**config.mk**
```make
export PLATFORM = sky130hd
export DESIGN_NAME = exec_alu_flat
export DESIGN_NICKNAME = d
export VERILOG_FILES = /design/src/rtl/alu_ops_pkg.sv /design/src/rtl/exec_alu_if.sv /design/src/rtl/exec_alu_mul_iter.sv /design/src/rtl/exec_alu.sv /design/src/flat_wrapper.sv
export SDC_FILE = /design/constraint.sdc
export NUM_CORES = 1
export LEC_CHECK = 0
export ABC_AREA = 1
export CORE_MARGIN = 3
export CORE_UTILIZATION = 25
export CTS_CLUSTER_SIZE = 25
export DETAILED_ROUTE_END_ITERATION = 7
export PLACE_DENSITY = 0.43
export RECOVER_POWER = 25
export SLEW_MARGIN = 30
export SYNTH_ARGS = -nofsm -noshare
export SYNTH_HDL_FRONTEND = slang
export SYNTH_SLANG_ARGS = --single-unit
```
**constraint.sdc**
```tcl
create_clock -name Clk -period 9.95 [get_ports Clk]
set_input_delay 0.995 -clock Clk [delete_from_list [all_inputs] [get_ports Clk]]
set_output_delay 0.995 -clock Clk [all_outputs]
set_load 0.01 [all_outputs]
```
**src/rtl/alu_ops_pkg.sv**
```systemverilog
// ALU operation codes shared by the ALU control decoder, the execute-stage
// ALU and the branch unit, plus the execute-stage FSM state type.
package alu_ops_pkg;

  // Arithmetic / logic
  localparam logic [5:0] OP_ADD  = 6'b100000;
  localparam logic [5:0] OP_SUB  = 6'b100010;
  localparam logic [5:0] OP_AND  = 6'b100100;
  localparam logic [5:0] OP_OR   = 6'b100101;
  localparam logic [5:0] OP_NOR  = 6'b100111;
  localparam logic [5:0] OP_XOR  = 6'b100110;
  localparam logic [5:0] OP_SLL  = 6'b000000;
  localparam logic [5:0] OP_SRL  = 6'b000010;
  localparam logic [5:0] OP_SLT  = 6'b101010;
  localparam logic [5:0] OP_JR   = 6'b001000;
  localparam logic [5:0] OP_MUL  = 6'b011000;

  // Branches: result 0, Zero carries the condition
  localparam logic [5:0] OP_BEQ  = 6'b000100;
  localparam logic [5:0] OP_BNE  = 6'b000101;
  localparam logic [5:0] OP_BGTZ = 6'b000111;
  localparam logic [5:0] OP_BLEZ = 6'b000110;
  localparam logic [5:0] OP_BLTZ = 6'b000001;  // also BGEZ, inverted downstream

  // Jumps: result 0, Zero 1. J shares its code with SRL; SRL takes it here.
  localparam logic [5:0] OP_J    = 6'b000010;
  localparam logic [5:0] OP_JAL  = 6'b000011;

  typedef enum logic {
    ST_IDLE = 1'b0,
    ST_MUL  = 1'b1
  } alu_state_e;

endpackage

```
**src/rtl/exec_alu_if.sv**
```systemverilog
// Execute-stage ALU bus: operation request from the pipeline and the
// registered result/flag returned towards EX/MEM.
//   master: InValid, ALUControl, A, B, Shamt, Flush out; results in
//   slave : the ALU side
interface exec_alu_if #(
  parameter int DATA_WIDTH = 32
);
  logic                  InValid;
  logic [5:0]            ALUControl;
  logic [DATA_WIDTH-1:0] A;
  logic [DATA_WIDTH-1:0] B;
  logic [4:0]            Shamt;
  logic                  Flush;
  logic [DATA_WIDTH-1:0] ALUResult;
  logic                  Zero;
  logic                  ResultValid;
  logic                  Stall;

  modport master (
    output InValid, ALUControl, A, B, Shamt, Flush,
    input  ALUResult, Zero, ResultValid, Stall
  );

  modport slave (
    input  InValid, ALUControl, A, B, Shamt, Flush,
    output ALUResult, Zero, ResultValid, Stall
  );
endinterface

```
**src/rtl/exec_alu_mul_iter.sv**
```systemverilog
// Iterative unsigned shift-add multiplier, one multiplier bit per step.
//   Clk, Reset   clock, async active-high reset
//   Flush        abandon the running product (iteration count cleared)
//   start        load operands, clear accumulator and count
//   step         perform one iteration (driven by the owning FSM)
//   a, b         multiplicand, multiplier
//   done         high during the final step
//   product      low DATA_WIDTH bits of a*b, valid while done is high
module mul_iter #(
  parameter int DATA_WIDTH = 32,
  parameter int MUL_ITERS  = DATA_WIDTH
) (
  input  logic                  Clk,
  input  logic                  Reset,
  input  logic                  Flush,
  input  logic                  start,
  input  logic                  step,
  input  logic [DATA_WIDTH-1:0] a,
  input  logic [DATA_WIDTH-1:0] b,
  output logic                  done,
  output logic [DATA_WIDTH-1:0] product
);
  localparam int CW = (MUL_ITERS > 1) ? $clog2(MUL_ITERS) : 1;

  logic [DATA_WIDTH-1:0] mcand;
  logic [DATA_WIDTH-1:0] mplier;
  logic [DATA_WIDTH-1:0] acc;
  logic [DATA_WIDTH-1:0] acc_nxt;
  logic [CW-1:0]         count;

  always_comb begin
    acc_nxt = acc;
    if (mplier[0]) acc_nxt = acc + mcand;
  end

  // The final add is taken straight from acc_nxt so the result can be
  // registered on the same edge as the last iteration.
  assign product = acc_nxt;
  assign done    = step & (count == CW'(MUL_ITERS - 1));

  always_ff @(posedge Clk or posedge Reset) begin
    if (Reset) begin
      mcand  <= '0;
      mplier <= '0;
      acc    <= '0;
      count  <= '0;
    end else if (Flush) begin
      count  <= '0;
    end else if (start) begin
      mcand  <= a;
      mplier <= b;
      acc    <= '0;
      count  <= '0;
    end else if (step) begin
      acc    <= acc_nxt;
      mcand  <= mcand << 1;
      mplier <= mplier >> 1;
      count  <= count + CW'(1);
    end
  end
endmodule

```
**src/rtl/exec_alu.sv**
```systemverilog
// Execute-stage ALU for the MIPS pipeline. Single-cycle ops register their
// result on the accepting edge; MUL runs on mul_iter and holds the pipeline
// through Stall until its result is registered.
//   Clk          clock, all state on rising edge
//   Reset        asynchronous, active-high
//   bus (slave)  InValid/ALUControl/A/B/Shamt/Flush in;
//                ALUResult/Zero/ResultValid (registered), Stall (comb) out
module exec_alu
  import alu_ops_pkg::*;
#(
  parameter int DATA_WIDTH = 32,
  parameter int MUL_ITERS  = DATA_WIDTH
) (
  input  logic       Clk,
  input  logic       Reset,
  exec_alu_if.slave  bus
);
  alu_state_e            state;
  alu_state_e            state_nxt;
  logic                  is_mul;
  logic                  accept_op;
  logic                  mul_start;
  logic                  mul_step;
  logic                  mul_done;
  logic [DATA_WIDTH-1:0] mul_product;
  logic [DATA_WIDTH-1:0] op_res;
  logic                  op_zero;
  logic                  branch_op;

  assign is_mul = (bus.ALUControl == OP_MUL);

  // Combinational op mux for single-cycle operations
  always_comb begin
    op_res    = '0;
    op_zero   = 1'b0;
    branch_op = 1'b0;
    case (bus.ALUControl)
      OP_ADD:  op_res = bus.A + bus.B;
      OP_SUB:  op_res = bus.A - bus.B;
      OP_AND:  op_res = bus.A & bus.B;
      OP_OR:   op_res = bus.A | bus.B;
      OP_NOR:  op_res = ~(bus.A | bus.B);
      OP_XOR:  op_res = bus.A ^ bus.B;
      OP_SLL:  op_res = bus.B << bus.Shamt;
      OP_SRL:  op_res = bus.B >> bus.Shamt;
      OP_SLT:  op_res[0] = ($signed(bus.A) < $signed(bus.B));
      OP_JR:   op_res = bus.A;
      OP_BEQ:  begin branch_op = 1'b1; op_zero = (bus.A == bus.B); end
      OP_BNE:  begin branch_op = 1'b1; op_zero = (bus.A != bus.B); end
      OP_BGTZ: begin
        branch_op = 1'b1;
        op_zero   = ~bus.A[DATA_WIDTH-1] & (bus.A != '0);
      end
      OP_BLEZ: begin
        branch_op = 1'b1;
        op_zero   = bus.A[DATA_WIDTH-1] | (bus.A == '0);
      end
      OP_BLTZ: begin branch_op = 1'b1; op_zero = bus.A[DATA_WIDTH-1]; end
      // JAL and undefined codes leave result 0, so Zero below becomes 1
      default: op_res = '0;
    endcase
    if (!branch_op) op_zero = (op_res == '0);
  end

  // FSM: state register
  always_ff @(posedge Clk or posedge Reset) begin
    if (Reset) state <= ST_IDLE;
    else       state <= state_nxt;
  end

  // FSM: next state
  always_comb begin
    state_nxt = state;
    case (state)
      ST_IDLE: if (bus.InValid && !bus.Flush && is_mul) state_nxt = ST_MUL;
      ST_MUL:  if (bus.Flush || mul_done)               state_nxt = ST_IDLE;
      default: state_nxt = ST_IDLE;
    endcase
  end

  // FSM: outputs. Stall is gated by Reset since the accept term is
  // combinational from the inputs.
  always_comb begin
    accept_op = 1'b0;
    mul_start = 1'b0;
    mul_step  = 1'b0;
    bus.Stall = 1'b0;
    case (state)
      ST_IDLE: begin
        accept_op = bus.InValid & ~bus.Flush & ~is_mul;
        mul_start = bus.InValid & ~bus.Flush & is_mul;
        bus.Stall = mul_start & ~Reset;
      end
      ST_MUL: begin
        mul_step  = ~bus.Flush;
        bus.Stall = ~Reset;
      end
      default: ;
    endcase
  end

  mul_iter #(
    .DATA_WIDTH (DATA_WIDTH),
    .MUL_ITERS  (MUL_ITERS)
  ) u_mul (
    .Clk     (Clk),
    .Reset   (Reset),
    .Flush   (bus.Flush),
    .start   (mul_start),
    .step    (mul_step),
    .a       (bus.A),
    .b       (bus.B),
    .done    (mul_done),
    .product (mul_product)
  );

  // Output registers; result and flag hold when nothing completes
  always_ff @(posedge Clk or posedge Reset) begin
    if (Reset) begin
      bus.ALUResult   <= '0;
      bus.Zero        <= 1'b0;
      bus.ResultValid <= 1'b0;
    end else begin
      bus.ResultValid <= accept_op | mul_done;
      if (accept_op) begin
        bus.ALUResult <= op_res;
        bus.Zero      <= op_zero;
      end else if (mul_done) begin
        bus.ALUResult <= mul_product;
        bus.Zero      <= (mul_product == '0);
      end
    end
  end
endmodule

```
**src/flat_wrapper.sv**
```systemverilog
// flat-port wrapper written by rule: the top's interface ports become plain ports
module exec_alu_flat import alu_ops_pkg::*;
#(
  parameter int DATA_WIDTH = 32,
  parameter int MUL_ITERS  = DATA_WIDTH
)
  (Clk, Reset, bus_InValid, bus_ALUControl, bus_A, bus_B, bus_Shamt, bus_Flush, bus_ALUResult, bus_Zero, bus_ResultValid, bus_Stall);
  exec_alu_if #(.DATA_WIDTH(DATA_WIDTH)) bus_i ();
  input  logic Clk;
  input  logic Reset;
  input wire logic [$bits(bus_i.InValid)-1:0] bus_InValid;
  input wire logic [$bits(bus_i.ALUControl)-1:0] bus_ALUControl;
  input wire logic [$bits(bus_i.A)-1:0] bus_A;
  input wire logic [$bits(bus_i.B)-1:0] bus_B;
  input wire logic [$bits(bus_i.Shamt)-1:0] bus_Shamt;
  input wire logic [$bits(bus_i.Flush)-1:0] bus_Flush;
  output wire logic [$bits(bus_i.ALUResult)-1:0] bus_ALUResult;
  output wire logic [$bits(bus_i.Zero)-1:0] bus_Zero;
  output wire logic [$bits(bus_i.ResultValid)-1:0] bus_ResultValid;
  output wire logic [$bits(bus_i.Stall)-1:0] bus_Stall;
  assign bus_i.InValid = bus_InValid;
  assign bus_i.ALUControl = bus_ALUControl;
  assign bus_i.A = bus_A;
  assign bus_i.B = bus_B;
  assign bus_i.Shamt = bus_Shamt;
  assign bus_i.Flush = bus_Flush;
  assign bus_ALUResult = bus_i.ALUResult;
  assign bus_Zero = bus_i.Zero;
  assign bus_ResultValid = bus_i.ResultValid;
  assign bus_Stall = bus_i.Stall;
  exec_alu #(.DATA_WIDTH(DATA_WIDTH), .MUL_ITERS(MUL_ITERS)) u_core (.Clk(Clk), .Reset(Reset), .bus(bus_i));
endmodule
```
==> results.py <==
metrics = {
    "cts": {
        "clock-sinks": 136,
        "htreeDepth": 4,
        "cts_resized": 0,
        "root_buffer": "clkbuf_16",
        "clk_latency_ns": 0.44,
        "numCtsBuffers": 17,
        "post_cts_buffers": 0,
        "clk_path_buf_depth": 2,
        "clk_pin_slew_ns": 0.07,
        "cts_hold_buffers": 0,
        "cts_tree": "built",
    },
    "synth": {
        "syn_area_um2": 18800,
        "ys_seq_elements": 136,
        "synthSimpleGateAreaFrac_pct": 46.9,
        "synth_cell_types": 49,
        "synthXorXnorAreaFrac_pct": 0.465,
        "ys.flop_type": "dfrtp_1",
        "yosysSeqAreaShare_pct": 18.1,
        "synth_top_family_by_area": "simple AND/OR/NAND/NOR gates",
        "ys_async_sr_fraction_pct": 100,
        "synthAdderAreaFrac_pct": 8.89,
        "yosysWarnings": 0,
        "synthCells": 3368,
        "synth_mux_area_share_pct": 0,
        "synth-compound-area-share_pct": 12.8,
        "synth_area_per_cell_um2": 5.59,
        "synth_nets": 3579,
        "synth_edf_count": 0,
    },
    "detailed_routing": {
        "via_per_inst": 5.28,
        "vias": 23100,
        "met1Wirelength_um": 46100,
        "first_iter_violations": 2635,
        "wl_um": 102000,
        "highest_layer": "met4",
        "met3_length_um": 6710,
        "wl_met2_um": 44100,
        "dr.pass1.iters": 7,
        "drc": 0,
        "antenna_left": 0,
        "wl_per_cell_um": 23.4,
    },
    "pwr": {
        "power_density_nw_per_um2": 124,
        "pwr-share-seq_pct": 26.8,
        "combPwrFrac_pct": 47.4,
        "p_total_uw": 2650,
        "internal_power_uw": 1410,
        "swShare_pct": 46.7,
        "pwr-share-clk_pct": 25.8,
        "p_sw_uw": 1240,
        "leakage_uw": 0.0108,
        "irDropWorstVdd_v": 0.000127,
    },
    "placement": {
        "port_buffers": 113,
        "gp_congestion": 1.01,
        "hpwl_um": 82400,
        "placed_cells": 4335,
    },
    "critical_path": {
        "reg2reg_to": "u_core.bus.Zero",
        "reg2reg_from": "u_core.u_mul.mcand[0]",
        "crit_start": "Reset",
        "critPathLaunchType": "input pin",
        "cp.required_ns": 9.66,
        "regToRegSetupSlack_ns": 6.74,
        "worstPathMaxFanout": 65,
        "cp-end-kind": "async pin",
        "reg2reg_depth": 17,
        "arrival_ns": 4.98,
        "crit_type": "in -> async",
    },
    "timing": {
        "slew_violations": 66,
        "setup_viol": 0,
        "hold_viol_final": 0,
        "slew_headroom_pct": -144,
        "tightestPinTransition_ns": 3.66,
        "fmaxAchievable_mhz": 190,
        "fin_skew_ns": 0.0164,
        "grt_setup_unrepaired": "false",
        "fin_setup_tns_ns": 0,
        "min_period_over_period_pct": 52.9,
        "period_minus_slack_ns": 5.26,
    },
    "global_routing": {
        "grt_first_pass_wirelength_um": 148000,
        "grt_antenna_before_repair": 2,
        "grt.total_usage_pct": 25.5,
        "gr-total-overflow": 0,
        "grt_pass1_vias": 21600,
        "grt_max_degree": 90,
    },
    "final_layout": {
        "stdcell_count": 4368,
        "final_common_cell": "nand2_1",
        "n_antenna_cell": 0,
        "fillCellCount": 8635,
        "layout-drive-gt1-share_pct": 3.53,
        "final_core_util_pct": 28.7,
        "final_cell_mix": "nand2_1 (965), nand3_1 (633), inv_1 (438)",
        "area_delta_synth_final_pct": 13.7,
        "final_nets": 3597,
    },
    "floorplanning": {
        "core_region_area_um2": 74600,
        "rows": 100,
        "ios": 114,
        "start_util_pct": 25.3,
        "die_x_um": 280,
        "die_y_um": 280,
        "die_area_um2": 78700,
    },
    "hold_path": {
        "hold_start": "u_core.u_mul.count[0]",
        "min_path_cells": 1,
        "holdCritPathClass": "reg -> reg",
        "min_to": "u_core.u_mul.count[0]",
    },
    "outcome": {
        "outcome": "finished with violations",
        "violations": "capacitance limit, slew limit",
    },
    "flow_run": {
        "drv_cap": 1,
    },
}
-- logic make-up (layout without fill, tap and decap cells) --
| kind of cell | Yosys count | after routing |
|---|---|---|
| fa+ha+maj | 132 | 132 |
| xor+xnor | 10 | 10 |
| flops | 136 | 136 |
| compound gates | 433 | 433 |
| simple gates | 2052 | 2052 |
| buf+inv | 605 | 636 |
-- worst max-delay path by stage --
stage	end	slack [ns]	depth (start not counted)
after floorplan	u_core.bus.ALUResult[0]	5.32	1
after global placement	u_core.bus.Zero	4.66	21
after detailed placement	u_core.bus.Zero	4.74	21
after CTS	u_core.bus.Zero	5.20	21
after global routing	u_core.u_mul.mcand[29]	3.74	3
final	u_core.u_mul.acc[29]	4.69	3
-- through the flow --
step / cell area [um2] / setup WS (ns) / hold WS, ns
3_5_place_dp: 20800 / 4.74 / 0.497
2_1_floorplan: 18800 / 5.32 / 0.471
3_3_place_gp: 20700 / 4.66 / 0.493
5_1_grt: 21400 / 3.74 / 0.543
6_report: 21400 / 4.69 / 0.511
4_1_cts: 21400 / 5.20 / 0.515
-- Yosys cell counts (2+ instances only) --
cell type  number  area share (%)
o221ai_1       13            0.60
xor2_1          4            0.19
or2_2           6            0.20
nor4_1          8            0.27
nor3_1         27            0.72
nand3_1       633              17
nor2_2          8            0.27
o21bai_1        7            0.28
nor2_4          4            0.24
o21ai_0       206             5.5
clkinv_1        2           0.040
nand2_1       966              19
xnor2_1         6            0.28
and3_1          4            0.13
o21a_1          4            0.16
o22ai_1        29            0.96
a22oi_1         2           0.080
o21ai_1         6            0.16
nand4_1        42             1.4
inv_1         441             8.8
nor3_2          2            0.11
nand2_2         3            0.10
o211ai_1       34             1.4
a21oi_1       122             3.2
buf_4          10            0.40
dfrtp_1       136              18
ha_1          129             8.6
buf_1           7            0.14
inv_4           2           0.066
inv_2           9            0.18
and2_1          5            0.17
fa_1            3            0.32
a32o_1          2            0.11
nand3b_1       10            0.40
buf_6           5            0.30
clkbuf_1       60             1.2
o21ai_2         2           0.093
or2_0           2           0.066
nor2_1        327             6.5
a31oi_1         3            0.10
buf_2          69             1.8
-- sequential cells by signal (all words and copies together), names as in the netlist --
name	cells
u_core.bus.ALUResult	32
u_core.u_mul.acc	32
u_core.u_mul.mcand	32
u_core.u_mul.mplier	32
u_core.u_mul.count	5
u_core.bus.ResultValid	1
u_core.bus.Zero	1
u_core.state	1
-- power groups by stage --
stage / Sequential [uW] / Clock, uW / Combinational [uW]
finish: 710 / 683 / 1250
global route: 721 / 719 / 1390
CTS: 710 / 699 / 1230
detailed placement: 721 / 0 / 1230
global placement: 720 / 0 / 1240
floorplan: 700 / 0 / 789
-- layer usage --
| metal | GRT usage (%) | vias up |
|---|---|---|
| li1 | - | 11000 |
| met5 | 0 | - |
| met1 | 35.6 | 11000 |
| met3 | 2.41 | 133 |
| met2 | 39.5 | 942 |
| met4 | 12.0 | 0 |
-- worst max-delay path, stage by stage --
cell and delay, ns:
dlygate4sd3_1 0.58, clkinvlp_2 0.71, clkbuf_1 2.64
-- final cells by class --
| class | instances | area [um2] | area share, % |
|---|---|---|---|
| timing repair buffer | 150 | 1430 | 6.68 |
| multi-input combinational | 2627 | 13000 | 60.8 |
| inverter | 454 | 1710 | 8.00 |
| tap | 969 | 1210 | 5.66 |
| clock buffer | 17 | 425 | 1.99 |
| sequential | 136 | 3400 | 15.9 |
| clock inverter | 15 | 200 | 0.935 |
(Power assumes the default switching activity.)
